`src/rtl/addsub_misr_pipe_pkg.sv`:
```
`default_nettype none
// ----------------------------------------------------------------------------
// addsub_pkg : shared BIST state enum, default polynomials and add/sub reference
// Rev 1.0
// ----------------------------------------------------------------------------
package addsub_pkg;

  typedef enum logic [2:0] {
    ST_IDLE  = 3'd0,
    ST_CLEAR = 3'd1,
    ST_RUN   = 3'd2,
    ST_DRAIN = 3'd3,
    ST_DONE  = 3'd4
  } bist_state_t;

  localparam logic [8:0]  c_misr_taps_default = 9'h011;
  localparam logic [16:0] c_lfsr_taps_default = 17'h12000;
  localparam logic [16:0] c_lfsr_seed_default = 17'h00001;

  // {cout,sum} of a +/- b at width+1 bits; operands wider than 'width' are masked
  function automatic logic [32:0] addsub_ref(input logic [31:0] a,
                                             input logic [31:0] b,
                                             input logic        sub,
                                             input int unsigned width);
    logic [32:0] mask;
    logic [32:0] sum;
    mask = (33'd1 << width) - 33'd1;
    sum  = ({1'b0, a} & mask) + ({1'b0, (sub ? ~b : b)} & mask) + {32'd0, sub};
    return sum & ((mask << 1) | 33'd1);
  endfunction

endpackage
`default_nettype wire

```
`src/rtl/addsub_misr_pipe_if.sv`:
```
`default_nettype none
// ----------------------------------------------------------------------------
// addsub_misr_pipe_if : operand/result handshake bundle for addsub_misr_pipe
// Rev 1.0
// ----------------------------------------------------------------------------
interface addsub_misr_pipe_if #(
  parameter int WIDTH = 8
);
  logic [WIDTH-1:0] a;
  logic [WIDTH-1:0] b;
  logic             sub;
  logic             in_valid;
  logic             in_ready;
  logic [WIDTH:0]   result;
  logic             out_valid;
  logic             out_ready;

  modport master (
    output a, b, sub, in_valid, out_ready,
    input  in_ready, result, out_valid
  );

  modport slave (
    input  a, b, sub, in_valid, out_ready,
    output in_ready, result, out_valid
  );
endinterface
`default_nettype wire

```
`src/rtl/addsub_misr_pipe_misr_n.sv`:
```
`default_nettype none
// ----------------------------------------------------------------------------
// misr_n : N-bit Galois MISR with synchronous clear (priority) and enable
// Rev 1.0
// ----------------------------------------------------------------------------
module misr_n #(
  parameter int           N    = 9,
  parameter logic [N-1:0] TAPS = 9'h011
) (
  input  logic         clk,
  input  logic         rst,
  input  logic         clear,
  input  logic         en,
  input  logic [N-1:0] data,
  output logic [N-1:0] sig
);

  logic [N-1:0] r_sig;

  always_ff @(posedge clk or posedge rst) begin
    if (rst) begin
      r_sig <= '0;
    end else if (clear) begin
      r_sig <= '0;
    end else if (en) begin
      r_sig <= {r_sig[N-2:0], 1'b0} ^ (r_sig[N-1] ? TAPS : '0) ^ data;
    end
  end

  assign sig = r_sig;

endmodule
`default_nettype wire

```
`src/rtl/addsub_misr_pipe.sv`:
```
`default_nettype none
// ----------------------------------------------------------------------------
// addsub_misr_pipe : registered add/sub with MISR compaction; ADDSUB_BIST_EN adds
//                    an LFSR pattern source and BIST controller
// Rev 1.0
// ----------------------------------------------------------------------------
module addsub_misr_pipe
  import addsub_pkg::*;
#(
  parameter int               WIDTH       = 8,
  parameter logic [WIDTH:0]   MISR_TAPS   = c_misr_taps_default,
  parameter int               PATTERN_CNT = 256,
  parameter logic [2*WIDTH:0] LFSR_SEED   = c_lfsr_seed_default,
  parameter logic [2*WIDTH:0] LFSR_TAPS   = c_lfsr_taps_default
) (
  input  logic                     clk,
  input  logic                     rst,
  addsub_misr_pipe_if.slave        bus,
  input  logic                     misr_en,
  input  logic                     misr_clear,
  output logic [WIDTH:0]           signature,
  input  logic                     bist_start,
  output logic                     bist_busy,
  output logic                     bist_done
);

  logic             w_busy;
  logic             w_run;
  logic             w_clr_st;
  logic             w_done_st;
  logic [WIDTH-1:0] w_pat_a;
  logic [WIDTH-1:0] w_pat_b;
  logic             w_pat_sub;

  logic [WIDTH:0]   r_result;
  logic             r_out_valid;
  logic [WIDTH-1:0] w_a;
  logic [WIDTH-1:0] w_b;
  logic             w_sub;
  logic [WIDTH:0]   w_ref;
  logic             w_in_valid;
  logic             w_in_ready;
  logic             w_out_ready;
  logic             w_in_fire;
  logic             w_out_fire;
  logic             w_misr_clear;
  logic             w_misr_en;

`ifdef ADDSUB_BIST_EN
  localparam logic [16:0] c_last = 17'(PATTERN_CNT - 1);

  bist_state_t      r_state;
  logic [2*WIDTH:0] r_lfsr;
  logic [16:0]      r_cnt;
  logic             r_busy;
  logic             r_done;
  logic             w_lfsr_fb;

  assign w_lfsr_fb = ^(r_lfsr & LFSR_TAPS);

  always_ff @(posedge clk or posedge rst) begin
    if (rst) begin
      r_state <= ST_IDLE;
      r_lfsr  <= LFSR_SEED;
      r_cnt   <= '0;
      r_busy  <= 1'b0;
      r_done  <= 1'b0;
    end else begin
      case (r_state)
        ST_IDLE: begin
          if (bist_start) begin
            r_state <= ST_CLEAR;
            r_busy  <= 1'b1;
          end
        end
        ST_CLEAR: begin
          r_lfsr  <= LFSR_SEED;
          r_cnt   <= '0;
          r_state <= ST_RUN;
        end
        ST_RUN: begin
          if (w_in_ready) begin
            r_lfsr <= {r_lfsr[2*WIDTH-1:0], w_lfsr_fb};
            r_cnt  <= r_cnt + 17'd1;
            if (r_cnt == c_last) begin
              r_state <= ST_DRAIN;
            end
          end
        end
        ST_DRAIN: begin
          if (!r_out_valid) begin
            r_state <= ST_DONE;
            r_busy  <= 1'b0;
            r_done  <= 1'b1;
          end
        end
        ST_DONE: begin
          if (bist_start) begin
            r_state <= ST_CLEAR;
            r_busy  <= 1'b1;
            r_done  <= 1'b0;
          end
        end
        default: begin
          r_state <= ST_IDLE;
          r_busy  <= 1'b0;
          r_done  <= 1'b0;
        end
      endcase
    end
  end

  assign w_busy    = r_busy;
  assign w_run     = (r_state == ST_RUN);
  assign w_clr_st  = (r_state == ST_CLEAR);
  assign w_done_st = (r_state == ST_DONE);
  assign w_pat_a   = r_lfsr[2*WIDTH:WIDTH+1];
  assign w_pat_b   = r_lfsr[WIDTH:1];
  assign w_pat_sub = r_lfsr[0];
  assign bist_busy = r_busy;
  assign bist_done = r_done;
`else
  logic w_unused;

  assign w_unused  = ^{bist_start, LFSR_SEED, LFSR_TAPS, 32'(PATTERN_CNT)};
  assign w_busy    = 1'b0;
  assign w_run     = 1'b0;
  assign w_clr_st  = 1'b0;
  assign w_done_st = 1'b0;
  assign w_pat_a   = '0;
  assign w_pat_b   = '0;
  assign w_pat_sub = 1'b0;
  assign bist_busy = 1'b0;
  assign bist_done = 1'b0;
`endif

  // While busy the external port is fenced off and results are sunk every cycle
  assign w_out_ready = w_busy | bus.out_ready;
  assign w_in_ready  = !r_out_valid || w_out_ready;
  assign w_in_valid  = w_busy ? w_run : bus.in_valid;
  assign w_in_fire   = w_in_valid && w_in_ready;
  assign w_out_fire  = r_out_valid && w_out_ready;

  assign w_a   = w_run ? w_pat_a   : bus.a;
  assign w_b   = w_run ? w_pat_b   : bus.b;
  assign w_sub = w_run ? w_pat_sub : bus.sub;
  assign w_ref = (WIDTH+1)'(addsub_ref(32'(w_a), 32'(w_b), w_sub, WIDTH));

  always_ff @(posedge clk or posedge rst) begin
    if (rst) begin
      r_result    <= '0;
      r_out_valid <= 1'b0;
    end else if (w_in_fire) begin
      r_result    <= w_ref;
      r_out_valid <= 1'b1;
    end else if (w_out_fire) begin
      r_out_valid <= 1'b0;
    end
  end

  assign bus.in_ready  = !w_busy && w_in_ready;
  assign bus.out_valid = !w_busy && r_out_valid;
  assign bus.result    = r_result;

  // A finished BIST signature stays frozen until the next run clears it
  assign w_misr_clear = w_clr_st || (!w_busy && !w_done_st && misr_clear);
  assign w_misr_en    = w_out_fire && (w_busy || (misr_en && !w_done_st));

  misr_n #(
    .N    (WIDTH + 1),
    .TAPS (MISR_TAPS)
  ) u_misr (
    .clk   (clk),
    .rst   (rst),
    .clear (w_misr_clear),
    .en    (w_misr_en),
    .data  (r_result),
    .sig   (signature)
  );

endmodule
`default_nettype wire

```
`src/flat_wrapper.sv`:
```
// flat-port wrapper written by rule: the top's interface ports become plain ports
module addsub_misr_pipe_flat import addsub_pkg::*;
#(
  parameter int               WIDTH       = 8,
  parameter logic [WIDTH:0]   MISR_TAPS   = c_misr_taps_default,
  parameter int               PATTERN_CNT = 256,
  parameter logic [2*WIDTH:0] LFSR_SEED   = c_lfsr_seed_default,
  parameter logic [2*WIDTH:0] LFSR_TAPS   = c_lfsr_taps_default
)
  (clk, rst, misr_en, misr_clear, signature, bist_start, bist_busy, bist_done, bus_a, bus_b, bus_sub, bus_in_valid, bus_out_ready, bus_in_ready, bus_result, bus_out_valid);
  addsub_misr_pipe_if #(.WIDTH(WIDTH)) bus_i ();
  input  logic clk;
  input  logic rst;
  input  logic misr_en;
  input  logic misr_clear;
  output logic [WIDTH:0] signature;
  input  logic bist_start;
  output logic bist_busy;
  output logic bist_done;
  input wire logic [$bits(bus_i.a)-1:0] bus_a;
  input wire logic [$bits(bus_i.b)-1:0] bus_b;
  input wire logic [$bits(bus_i.sub)-1:0] bus_sub;
  input wire logic [$bits(bus_i.in_valid)-1:0] bus_in_valid;
  input wire logic [$bits(bus_i.out_ready)-1:0] bus_out_ready;
  output wire logic [$bits(bus_i.in_ready)-1:0] bus_in_ready;
  output wire logic [$bits(bus_i.result)-1:0] bus_result;
  output wire logic [$bits(bus_i.out_valid)-1:0] bus_out_valid;
  assign bus_i.a = bus_a;
  assign bus_i.b = bus_b;
  assign bus_i.sub = bus_sub;
  assign bus_i.in_valid = bus_in_valid;
  assign bus_i.out_ready = bus_out_ready;
  assign bus_in_ready = bus_i.in_ready;
  assign bus_result = bus_i.result;
  assign bus_out_valid = bus_i.out_valid;
  addsub_misr_pipe #(.WIDTH(WIDTH), .MISR_TAPS(MISR_TAPS), .PATTERN_CNT(PATTERN_CNT), .LFSR_SEED(LFSR_SEED), .LFSR_TAPS(LFSR_TAPS)) u_core (.clk(clk), .rst(rst), .bus(bus_i), .misr_en(misr_en), .misr_clear(misr_clear), .signature(signature), .bist_start(bist_start), .bist_busy(bist_busy), .bist_done(bist_done));
endmodule
```
`config.mk`:
```
export PLATFORM = sky130hd
export DESIGN_NAME = addsub_misr_pipe_flat
export DESIGN_NICKNAME = d
export VERILOG_FILES = /design/src/rtl/addsub_misr_pipe_pkg.sv /design/src/rtl/addsub_misr_pipe_if.sv /design/src/rtl/addsub_misr_pipe_misr_n.sv /design/src/rtl/addsub_misr_pipe.sv /design/src/flat_wrapper.sv
export SDC_FILE = /design/constraint.sdc
export NUM_CORES = 1
export LEC_CHECK = 0
export BUFFER_PORTS_ARGS = -buffer_cell sky130_fd_sc_hd__buf_2
export CORE_UTILIZATION = 52
export CTS_CLUSTER_SIZE = 10
export DETAILED_ROUTE_END_ITERATION = 10
export PLACE_DENSITY = 0.84
export SYNTH_ARGS = -nofsm -noshare
export SYNTH_HDL_FRONTEND = slang
export SYNTH_SLANG_ARGS = --single-unit
```
`constraint.sdc`:
```
create_clock -name clk -period 2.4 [get_ports clk]
set_clock_uncertainty 0.1 [all_clocks]
set_input_delay 0.12 -clock clk [delete_from_list [all_inputs] [get_ports clk]]
set_output_delay 0.12 -clock clk [all_outputs]
set_load 0.005 [all_outputs]
```
Word-level counts from Yosys, hierarchy flattened:

Index checks and enable logic that the tools add are counted.

* register bits after elaboration: 19
* latch bits: 0
* memory bits (writable): 0
* ROM bits: 0
* bits of input ports: 24
* output and inout port bits: 22
* logic and storage cells: 21
* memories: 0

* $add $sub $neg: 2
* multiply operators: 0
* div/mod/pow operators: 0
* $lt $le $gt $ge: 0
* equal/unequal tests: 0
* shifts and indexed selects: 0
* mux-type cells: 6
* bitwise gates (word level): 3
* reduce and logical (&&, ||, !) cells: 7

Operators by type and width (count)
* $mux W9: 2
* $add A8 B8 Y9: 1
* $add A9 B1 Y9: 1
* $xor A9 B5 Y9: 1
* $xor A9 B9 Y9: 1
* $mux W8: 1
* $not A8 Y8: 1
* $mux W5: 1
* $reduce_bool A2 Y1: 2
* $logic_and A1 B1 Y1: 3
* $mux W1: 2
* $logic_not A1 Y1: 1
* $logic_or A1 B1 Y1: 1

Depth between registers and ports, before layout:

* depth in word-level cells: 5
* mapped depth: 9
* mapped depth without buffers: 8

By module:

Synthesis repeated with hierarchy kept, for this count alone.

* cells, all modules: 130
* area total of the unflattened synthesis: 1238.7 um2

By module, submodules not included
* addsub_misr_pipe: times used 1, cells each 90, area each 789.5 um2, seq. area each 250.2 um2
* misr_n: times used 1, cells each 40, area each 449.2 um2, seq. area each 225.2 um2

Worst setup path after synthesis:

Ideal clock, no wire load.

* kind: input to register
* from: input port bus_sub
* to: register u_core.r_result[6], in the netlist u_core.bus.result[6]
* setup time: 0.127 ns
* arrival: 1.506 ns
* data required time: 2.173 ns
* setup slack: 0.667 ns
* stages: 8
* path buffers: 1
* cells stage by stage: buf_6 -> xor2_1 -> ha_1 -> nor2b_1 -> o31ai_2 -> nand2b_1 -> a211oi_1 -> o31ai_1

* word-level cells in the longest chain between the ends: 3

RTL lines
* start: declaration: RTL line flat_wrapper.sv:22 `input wire logic [$bits(bus_i.sub)-1:0] bus_sub;`
* $mux W8: RTL line addsub_misr_pipe_pkg.sv:28 `sum = ({1'b0, a} & mask) + ({1'b0, (sub ? ~b : b)} & mask) + {32'd0, sub};`
* $add A8 B8 Y9: RTL line addsub_misr_pipe_pkg.sv:28
* $add A9 B1 Y9 *: RTL line addsub_misr_pipe_pkg.sv:28
* end signal: assignment: RTL line addsub_misr_pipe.sv:154 `r_result <= w_ref;`
* end: declaration: RTL line addsub_misr_pipe.sv:35 `logic [WIDTH:0] r_result;`

Every way passes the cells marked *; elsewhere a longest branch is shown, timed or not.
A chain may end at the register's enable or synchronous reset.

Worst setup path after layout:

Ends and elaborated chain as after synthesis.

==> metrics <==
status=completed; Num CTS Buffers=3; Final Cycle Share=69.4%; Worst Hold End=u_core.bus.result[0]$_DFFE_PP0P_; Syn Inst Count=128; FMAX=0.601 GHz; H-tree levels=1; Multi-input gate area=669 um2; DRT iter0 DRCs=10; worst skew pair latency=290 ps; clk buf depth=2; Final GP Congestion=0.757; sequential fraction of the synthesis area=39.9%; max-cap viol count=0; max-slew violations=0; FP Rows=16; Die Y=49.9 um; post-synth cell types=30; die area=2490 um2; clk slew on worst S/H paths=around 100 ps; clock root buffer=clkbuf_4; placed cells=between 150 and 200; Via-to-Cell Ratio=approximately 5.3; clk sinks=19; vias in the first global route=966; final net count=205; pwr dens=605 nW/um2; Worst EP arrival=1740 ps; FF+latch area=475 um2; Layout area overhead=21.7%; global-route wire length before repair=between 4000 and 5000 um; R2R setup slack=840 ps; WL/cell=approximately 12 um; Worst setup EP type=register; Crit Path Category=input port to register; TritonCTS clock tree=yes; Tot GR Track Use=roughly 22%; number of synthesized register bits=19; critical hold path startpoint=bus_a[0]; RSZ-0062 raised after global routing=false; largest net degree at the start of global routing=20; worst r2r src=u_core.bus.out_valid$_DFFE_PP0P_; syn avg cell area=about 9.3 um2; post-detail-place hpwl=1860 um; Post-Syn Area=approximately 1200 um2; Peak VDD IR=0.272 mV; layout cells sized above 1=27.3%; Final Hold Vio Count=0; critical path fanouts, max=8; # setup viols final=0; GRT overflow=0; FILL cells=161; via count=1,051; DRT antenna net count=0; core area=2060 um2; sum of negative setup slack=0 ps; number of diodes=0; crit start category=input port; Syn. warnings=0; hold buffer count at cts=2; First-pass DRT Iterations=4; worst-margin pin slew=754 ps; drc violations=0; critical path required time=2470 ps; IO Port Bufs=42; I/O pins=46; minimum clock period=1670 ps; Post-CTS Setup Repair Bufs=0; Final Non-Filler Cells=199; leakage power=0.725 nW; Worst Reg-to-Reg Cells=4; WHS Path Cells=3; Slew HR=~50%; Starting Density=57.8%; chip width=49.9 um; Routed WL=approximately 2300 um; Post-CTS Resized=0; worst min-delay path category=input port to register; end of the worst register-to-register path=u_core.bus.result[4]$_DFFE_PP0P_; antenna violations before repair=0
[power by group]
part	switching, mW	internal (mW)	leakage, nW
Clock	0.0920	0.0647	0.0150
Sequential	0.0491	0.369	0.244
Combinational	0.149	0.154	0.466
Total	0.290	0.588	0.725
[per-stage QoR]
stage	util, %	setup WS (ps)	cell area [um2]	power (mW)	hold WS [ps]
2_1_floorplan	-	667	1190	0.619	-28.9
3_3_place_gp	68.1	485	1400	0.712	147
3_5_place_dp	68.1	416	1400	0.727	157
4_1_cts	70.3	724	1450	0.885	32.8
5_1_grt	70.3	570	1450	0.953	44.6
6_report	70.3	735	1450	0.877	26.4
[synthesized netlist by cell type, drive strengths merged]
cell type  number  area, um2
a211oi          1       7.51
a21oi           7       35.0
a31oi           2       12.5
a41o            1       10.0
and2            1       6.26
and3            1       6.26
buf             4       31.3
clkbuf          1       3.75
conb            1       3.75
dfrtp          19        475
fa              1       20.0
ha              7       87.6
inv             4       15.0
mux2i           1       13.8
nand2          21       78.8
nand2b          3       18.8
nand3           2       10.0
nand4b          1       8.76
nor2            3       11.3
nor2b           1       6.26
o2111ai         1       8.76
o21a            1       7.51
o21ai          20        100
o31ai           2       20.0
xnor2          11       96.3
xor2           11       96.3
[worst max-delay path, stage by stage]
cell,delay (ps)
buf_2,170
xor2_1,180
ha_1,360
nor2b_1,180
o31ai_2,290
nand2b_1,100
a211oi_1,240
o31ai_1,100
[kinds of logic after synthesis]
logic type / after synthesis / share of synthesized area (%)
AO/OA/AOI/OAI: 35 / 16.9
AND/OR/NAND/NOR: 33 / 12.3
XOR/XNOR: 22 / 16.2
flip-flops: 19 / 39.9
buffers and inverters: 9 / 4.20
adder cells (fa/ha/maj): 8 / 9.03
other: 1 / 0.315
multiplexers: 1 / 1.16
[cells in the final DEF, fill, tap and decap left out, drive strengths merged, types with 2 or more instances in the layout]
cell and count:
buf 42, nand2 21, o21ai 20, dfrtp 19, xnor2 11, xor2 11, a21oi 7, ha 7
inv 4, clkbuf 4, nand2b 3, nor2 3, nand3 2, a31oi 2, conb 2, dlygate4sd3 2
o31ai 2
[registers in the layout (all words and copies together), names as in the netlist]
name,flops
u_core.bus.out_valid,1
u_core.bus.result,9
u_core.u_misr.sig,9
[worst max-delay path by stage]
stage,startpoint,endpoint,cells past startpoint
final,bus_sub,u_core.bus.result[6]$_DFFE_PP0P_,8
after global routing,bus_sub,u_core.bus.result[6]$_DFFE_PP0P_,9
after CTS,bus_sub,u_core.bus.result[6]$_DFFE_PP0P_,8
after detailed placement,bus_sub,u_core.bus.result[6]$_DFFE_PP0P_,8
after global placement,bus_sub,u_core.bus.result[6]$_DFFE_PP0P_,8
after floorplan,bus_sub,u_core.bus.result[6]$_DFFE_PP0P_,8
[layer usage]
layer	vias up	GRT usage, %	part of all wire, %	wire [um]
met1	485	24.8	44	1010
met4	0	8.57	1.8	41
li1	523	-	-	-
met3	5	3.70	4.9	114
met5	-	0	0	0
met2	38	39.6	50	1140
[layout make-up]
class	instances	area share (%)
timing repair buffer	44	15.9
clock buffer	4	1.81
multi-input combinational	101	46.2
inverter	4	1.04
sequential	19	32.8
tap	27	2.33
No activity file was read; power rests on OpenSTA's default activity.
